File: src/rtl/dmem_arb_pkg.sv
// Shared constants for the data-memory arbiter: FSM encoding, master ids and
// default widths.
package dmem_arb_pkg;

  localparam int DEF_DATA_W  = 32;
  localparam int DEF_ADDR_W  = 32;
  localparam int DEF_WORD_AW = 14;

  localparam logic [1:0] IDLE  = 2'd0;
  localparam logic [1:0] SERVE = 2'd1;
  localparam logic [1:0] DONE  = 2'd2;

  localparam logic M0 = 1'b0;
  localparam logic M1 = 1'b1;

endpackage

File: src/rtl/dmem_arbiter_rr_arb2.sv
// Two-way round-robin pick: a lone requester wins, and under contention the
// master that did not win last time goes next.
module rr_arb2
  import dmem_arb_pkg::*;
(
  input  logic [1:0] req,
  input  logic       last_gnt,
  output logic       gnt_valid,
  output logic       gnt_id
);

  assign gnt_valid = |req;
  assign gnt_id    = (req == 2'b11) ? ~last_gnt : (req[1] ? M1 : M0);

endmodule

File: src/rtl/dmem_arbiter.sv
// Round-robin sequencer for two masters in front of a single-port data memory.
// Handshake: req is a level held with we/addr/wdata stable until a one-cycle ack
// (err valid with it); the master drops req the cycle after ack.
module dmem_arbiter
  import dmem_arb_pkg::*;
#(
  parameter int DATA_W  = DEF_DATA_W,
  parameter int ADDR_W  = DEF_ADDR_W,
  parameter int WORD_AW = DEF_WORD_AW
) (
  input  logic               clk,
  input  logic               rst_n,
  input  logic               m0_req,
  input  logic               m0_we,
  input  logic [ADDR_W-1:0]  m0_addr,
  input  logic [DATA_W-1:0]  m0_wdata,
  input  logic               m1_req,
  input  logic               m1_we,
  input  logic [ADDR_W-1:0]  m1_addr,
  input  logic [DATA_W-1:0]  m1_wdata,
  output logic               m0_ack,
  output logic               m0_err,
  output logic [DATA_W-1:0]  m0_rdata,
  output logic               m1_ack,
  output logic               m1_err,
  output logic [DATA_W-1:0]  m1_rdata,
  output logic [WORD_AW-1:0] mem_addr,
  output logic [DATA_W-1:0]  mem_wdata,
  output logic               mem_read,
  output logic               mem_write,
  input  logic [DATA_W-1:0]  mem_rdata,
  output logic [1:0]         o_dbg_state
);

  logic [1:0]         r_state;
  logic               r_last_gnt;
  logic               r_gnt_id;
  logic               r_we;
  logic               r_bad;
  logic [WORD_AW-1:0] r_maddr;
  logic [DATA_W-1:0]  r_wdata;
  logic               r_ack0, r_ack1, r_err0, r_err1;
  logic [DATA_W-1:0]  r_rdata0, r_rdata1;

  logic               w_gnt_valid;
  logic               w_gnt_id;
  logic               w_sel_we;
  logic [ADDR_W-1:0]  w_sel_addr;
  logic [DATA_W-1:0]  w_sel_wdata;
  logic               w_sel_bad;
  logic               w_serve;

  rr_arb2 u_arb (
    .req       ({m1_req, m0_req}),
    .last_gnt  (r_last_gnt),
    .gnt_valid (w_gnt_valid),
    .gnt_id    (w_gnt_id)
  );

  assign w_sel_we    = w_gnt_id ? m1_we    : m0_we;
  assign w_sel_addr  = w_gnt_id ? m1_addr  : m0_addr;
  assign w_sel_wdata = w_gnt_id ? m1_wdata : m0_wdata;
  // Word-aligned and inside the 2^WORD_AW-word memory, else rejected.
  assign w_sel_bad   = (w_sel_addr[1:0] != 2'b00) ||
                       (w_sel_addr[ADDR_W-1:WORD_AW+2] != '0);

  // Enables decode straight from state so an async reset kills them at once.
  assign w_serve   = (r_state == SERVE) && !r_bad;
  assign mem_read  = w_serve && !r_we;
  assign mem_write = w_serve && r_we;
  assign mem_addr  = r_maddr;
  assign mem_wdata = r_wdata;

  assign m0_ack      = r_ack0;
  assign m0_err      = r_err0;
  assign m0_rdata    = r_rdata0;
  assign m1_ack      = r_ack1;
  assign m1_err      = r_err1;
  assign m1_rdata    = r_rdata1;
  assign o_dbg_state = r_state;

  always_ff @(posedge clk or negedge rst_n) begin
    if (!rst_n) begin
      r_state    <= IDLE;
      r_last_gnt <= M1;
      r_gnt_id   <= M0;
      r_we       <= 1'b0;
      r_bad      <= 1'b0;
      r_maddr    <= '0;
      r_wdata    <= '0;
      r_ack0     <= 1'b0;
      r_ack1     <= 1'b0;
      r_err0     <= 1'b0;
      r_err1     <= 1'b0;
      r_rdata0   <= '0;
      r_rdata1   <= '0;
    end else begin
      r_ack0 <= 1'b0;
      r_ack1 <= 1'b0;
      r_err0 <= 1'b0;
      r_err1 <= 1'b0;
      case (r_state)
        IDLE: begin
          if (w_gnt_valid) begin
            r_gnt_id <= w_gnt_id;
            r_we     <= w_sel_we;
            r_bad    <= w_sel_bad;
            r_maddr  <= w_sel_addr[WORD_AW+1:2];
            r_wdata  <= w_sel_wdata;
            r_state  <= SERVE;
          end
        end
        SERVE: begin
          if (!r_we && !r_bad) begin
            if (r_gnt_id == M0) r_rdata0 <= mem_rdata;
            else                r_rdata1 <= mem_rdata;
          end
          if (r_gnt_id == M0) begin
            r_ack0 <= 1'b1;
            r_err0 <= r_bad;
          end else begin
            r_ack1 <= 1'b1;
            r_err1 <= r_bad;
          end
          r_state <= DONE;
        end
        DONE: begin
          r_last_gnt <= r_gnt_id;
          r_state    <= IDLE;
        end
        default: r_state <= IDLE;
      endcase
    end
  end

endmodule

File: config.mk
export PLATFORM = sky130hd
export DESIGN_NAME = dmem_arbiter
export DESIGN_NICKNAME = d
export VERILOG_FILES = /design/src/rtl/dmem_arb_pkg.sv /design/src/rtl/dmem_arbiter_rr_arb2.sv /design/src/rtl/dmem_arbiter.sv
export SDC_FILE = /design/constraint.sdc
export NUM_CORES = 1
export LEC_CHECK = 0
export CAP_MARGIN = 25
export CELL_PAD_IN_SITES_DETAIL_PLACEMENT = 1
export CELL_PAD_IN_SITES_GLOBAL_PLACEMENT = 1
export CORE_MARGIN = 5
export CORE_UTILIZATION = 32
export CTS_BUF_LIST = sky130_fd_sc_hd__clkbuf_2
export DETAILED_ROUTE_END_ITERATION = 12
export HOLD_SLACK_MARGIN = 0.05
export PLACE_DENSITY = 0.95
export SYNTH_ARGS = -nofsm -noshare
export SYNTH_HDL_FRONTEND = slang
export SYNTH_SLANG_ARGS = --single-unit
File: constraint.sdc
create_clock -name clk -period 2.5 [get_ports clk]
set_clock_uncertainty 0.15 [all_clocks]
set_input_delay 0.5 -clock clk [delete_from_list [all_inputs] [get_ports clk]]
set_output_delay 0.5 -clock clk [all_outputs]
set_load 0.02 [all_outputs]
==> Yosys cells after proc, flatten, opt, wreduce, memory -nomap -nowiden <==
Index checks and enable logic that the tools add are counted.
{ "op_classes": {"eq_ne": 4, "muxes": 15, "bitwise_logic": 2, "n_reduce_logical": 14} }
{ "ops": {"columns": ["cell", "n"], "rows": [
  ["$mux 32", 2],
  ["$reduce_bool 16->1", 1],
  ["$mux 1", 11],
  ["$reduce_and 3->1", 2],
  ["$eq 2x2->1 const B", 2],
  ["$logic_and 1x1->1", 4],
  ["$pmux 2 s2", 1],
  ["$eq 2x1->1 const B", 1],
  ["$logic_not 1->1", 2],
  ["$logic_not 2->1", 1],
  ["$mux 2", 1],
  ["$ne 2x1->1 const B", 1],
  ["$not 1->1", 2],
  ["$reduce_and 2->1", 1],
  ["$reduce_bool 2->1", 1],
  ["$reduce_or 2->1", 1],
  ["$logic_or 1x1->1", 1]
]} }
{ "word_totals": {"ff_bits": 120, "input_bits": 166, "out_inout_bits": 118} }

==> Longest topological paths before layout <==
{ "logic_depth": {"ltp_word": 5, "mapped_depth": 6, "depth_no_buf": 5} }

==> Hierarchy <==
From an unflattened synthesis, not the netlist that was laid out.
{ "unflattened": {"cells_unflattened": 380, "area_unflattened_um2": 4998.5} }
{ "modules_own_cells": {"columns": ["mod", "n_inst", "cells_each", "area_each_um2", "seq_area_each_um2"], "rows": [
  ["dmem_arbiter", 1, 378, 4984.8, 3004.1],
  ["rr_arb2", 1, 2, 13.8, 0.0]
]} }

==> Least setup slack after synthesis <==
OpenSTA, ideal clock, no wires.
{ "synth_timing": {"path_kind": "register to output", "from": "reg r_state[1] (netlist: o_dbg_state[1])", "to": "out mem_write", "arrival_ns": 1.218, "required_ns": 1.850, "slack_ns": 0.632, "path_stages_with_launch": 3, "cell_sequence": "dfrtp_1 > nand2b_4 > nor3b_1"} }
{ "synth_between": {"elab_chain_len": 3} }
{ "synth_lines": {"columns": ["item", "line_no", "source"], "rows": [
  ["start: declaration", "dmem_arbiter.sv:35", "logic [1:0] r_state;"],
  ["start signal: assignment", "dmem_arbiter.sv:84", "r_state <= IDLE;"],
  ["start signal: assignment", "dmem_arbiter.sv:110", "r_state <= SERVE;"],
  ["start signal: assignment", "dmem_arbiter.sv:125", "r_state <= DONE;"],
  ["$eq 2x1->1", "dmem_arbiter.sv:68", "assign w_serve = (r_state == SERVE) && !r_bad;"],
  ["$logic_and 1x1->1", "dmem_arbiter.sv:68", null],
  ["$logic_and 1x1->1", "dmem_arbiter.sv:70", "assign mem_write = w_serve && r_we;"],
  ["end: declaration", "dmem_arbiter.sv:30", "output logic mem_write,"]
]} }
No other way between the ends.

==> Worst setup path after layout <==
{ "layout_timing": {"from": "reg r_state[1] (netlist: o_dbg_state[1])", "to": "out mem_read"} }
{ "layout_between": {"elab_chain_len": 3} }
{ "layout_lines": {"columns": ["item", "line_no", "source"], "rows": [
  ["$eq 2x1->1", "dmem_arbiter.sv:68", null],
  ["$logic_and 1x1->1", "dmem_arbiter.sv:68", null],
  ["$logic_and 1x1->1", "dmem_arbiter.sv:69", "assign mem_read = w_serve && !r_we;"],
  ["end: declaration", "dmem_arbiter.sv:29", "output logic mem_read,"]
]} }
No other way between the ends.

==> flow_metrics.env <==
export IMPL_slew_headroom_pct=44.3
export IMPL_grt_max_degree=67
export IMPL_drc=0
export IMPL_async_flop_share_pct=100
export IMPL_num_vias=4141
export IMPL_drtPass1Iterations=4
export IMPL_worstSetupPathType="reg -> out"
export IMPL_routabilityCongestion=0.768
export IMPL_dpl_hpwl_um=14000
export IMPL_clockBufferDepth=2
export IMPL_finalHoldViolations=0
export IMPL_synth_simple_area_share_pct=7.45
export IMPL_clockPowerShare_pct=17.6
export IMPL_p_seq_share_pct=39.5
export IMPL_final_nets=836
export IMPL_final_cell_mix="279 x clkdlybuf4s50_1, 119 x dfrtp_1, 62 x mux2_2"
export IMPL_synth_seq_area_share_pct=60.2
export IMPL_cts_sinks=120
export IMPL_grt_pass1_wl_um=26800
export IMPL_ys_ff_latch=120
export IMPL_finalSetupTns_ps=0
export IMPL_synthAdderAreaFrac_pct=0
export IMPL_synthXorXnorAreaFrac_pct=0
export IMPL_tightest_slew_ps=833
export IMPL_synth_top_family_by_area="multiplexers"
export IMPL_p_int_mw=4.41
export IMPL_cts_max_level=4
export IMPL_worstSetupEndpointType="primary output"
export IMPL_layout_drive_gt1_share_pct=16.1
export IMPL_final_common_cell="clkdlybuf4s50_1"
export IMPL_syn_inst=382
export IMPL_start_util_pct=32.7
export IMPL_synth_compound_area_share_pct=5.12
export IMPL_instances_no_fill=893
export IMPL_fin_util_pct=54.4
export IMPL_fmax_mhz=425
export IMPL_die_area_um2=18200
export IMPL_setup_violations=0
export IMPL_synth_cell_types=28
export IMPL_syn_area_per_cell_um2=13.1
export IMPL_total_power_mw=7.00
export IMPL_grtUsageTotal_pct=19.1
export IMPL_slew_viol_final=0
export IMPL_ant_nets=0
export IMPL_fillCellCount=1568
export IMPL_vias_per_cell=4.64
export IMPL_syn_area_um2=4990
export IMPL_period_share_pct=94.1
export IMPL_powerDensity_nw_per_um2=844
export IMPL_hold_class="in -> async"
export IMPL_p_sw_mw=2.60
export IMPL_maxCapViolations=0
export IMPL_insertion_delay_ps=630
export IMPL_row_count=45
export IMPL_crit_fanout=5
export IMPL_rsz0062_at_grt="no"
export IMPL_synthFlopType="dfrtp_1"
export IMPL_clkTransAtPathRegs_ps=180
export IMPL_dp_cells=861
export IMPL_worstPathArrival_ps=1700
export IMPL_ios=284
export IMPL_min_period_ps=2350
export IMPL_crit_path_start_kind="flop"
export IMPL_vdd_drop_max_mv=0.505
export IMPL_syn_to_final_growth_pct=66.4
export IMPL_fp_dieW_um=135
export IMPL_cts_root_buf="clkbuf_2"
export IMPL_antenna_found_initial=0
export IMPL_p_leak_nw=3.61
export IMPL_yosys_warnings=0
export IMPL_core_area_um2=15300
export IMPL_cp_required_ps=1850
export IMPL_tritoncts="done"
export IMPL_drt_iter0_markers=96
export IMPL_final_cell_area_um2=8300
export IMPL_grt_pass1_vias=4813
export IMPL_numCtsBuffers=17
export IMPL_status="complete, no violations"
export IMPL_grt_overflow_total=0
export IMPL_portBuffers=283
export IMPL_wire_per_inst_um=19.2
export IMPL_synth_edff_count=0
export IMPL_diodes=0
export IMPL_post_dp_cell_area_um2=8060
export IMPL_syn_nets=548
export IMPL_switching_share_pct=37.1
export IMPL_fp_dieH_um=135
export IMPL_routed_wl_um=17100
export IMPL_r2r_slack_ps=470
export IMPL_combPwrFrac_pct=42.8
export IMPL_muxShareOfSynthArea_pct=24.2
==> synth_stat cells, types with 2 or more instances <==
cell,instances,area share (%)
dfrtp_1,119,60
mux2_2,62,14
nand2_1,51,3.8
mux2i_1,47,9.4
o21ai_0,47,4.7
buf_2,10,1.0
nor4_1,8,1.0
buf_6,6,1.4
clkbuf_1,5,0.38
nor2_1,5,0.38
inv_1,2,0.15
mux2_1,2,0.45
nand4_1,2,0.25
or4_1,2,0.30
==> critical path: stages, from the launching register on <==
cell,delay [ps]
dfrtp_1,440
nand2b_4,190
nor3_4,140
clkdlybuf4s15_2,300
==> path summary, 6_finish.rpt <==
kind	start	to	depth (start not counted)
max reg2reg	o_dbg_state[1]	m1_rdata[23]	4
min	rst_n	mem_wdata[10]	2
min in group clk	m0_wdata[19]	mem_wdata[19]	3
max in group asynchronous	rst_n	m0_rdata[28]	3
max	o_dbg_state[1]	mem_read	3
min reg2reg	mem_wdata[9]	mem_wdata[9]	2
==> logic make-up (layout without fill, tap and decap cells) <==
family          count (synthesis)  after routing
simple gates                   76             76
flops                         120            120
buf+inv                        24            324
mux                           112            112
compound gates                 50             50
==> state kept, by name (all words and copies together), names as in the netlist <==
signal,cells
m0_ack,1
m0_err,1
m0_rdata,32
m1_ack,1
m1_err,1
m1_rdata,32
mem_addr,14
mem_wdata,32
o_dbg_state,2
r_bad,1
r_gnt_id,1
r_last_gnt,1
r_we,1
==> layer usage <==
metal,up-vias,routed length (um),global-route usage (%),part of all wire [%]
met4,0,495,7.52,2.9
met3,26,1310,6.00,7.7
met1,2008,5920,19.4,35
met2,184,9380,36.2,55
met5,-,0,0,0
li1,1923,-,-,-
==> power by group through the flow <==
stage	Combinational [mW]	Clock, mW	Sequential, mW
after floorplan	0.804	0	3.34
after global placement	2.91	0	2.78
after detailed placement	3.06	0	2.82
after CTS	3.05	1.29	2.78
after global routing	3.20	1.39	2.84
final	3.00	1.24	2.77
==> stage by stage <==
step | worst slack [ps] | hold slack, ps
6_report | 147 | 201
4_1_cts | 39.8 | 114
5_1_grt | 9.41 | 114
3_3_place_gp | 275 | 298
2_1_floorplan | 632 | 54.4
3_5_place_dp | 153 | 314
==> timing repair <==
action,4_1_cts,5_1_grt
resized for setup,9,0
endpoints found under the setup margin,3,0
hold buffers,1,0
buffers inserted,0,0
hold endpoints to repair,119,0
==> area by class of cell <==
class | count | area, um2 | area share [%]
flip-flops and latches | 120 | 3000 | 36.2
well taps | 211 | 264 | 3.18
clock inverters | 11 | 131 | 1.58
clock buffers | 20 | 100 | 1.21
inverters | 2 | 7.51 | 0.0904
multi-input cells | 238 | 1860 | 22.4
repair buffers | 291 | 2940 | 35.4
Power figures use the tool's default switching activity.
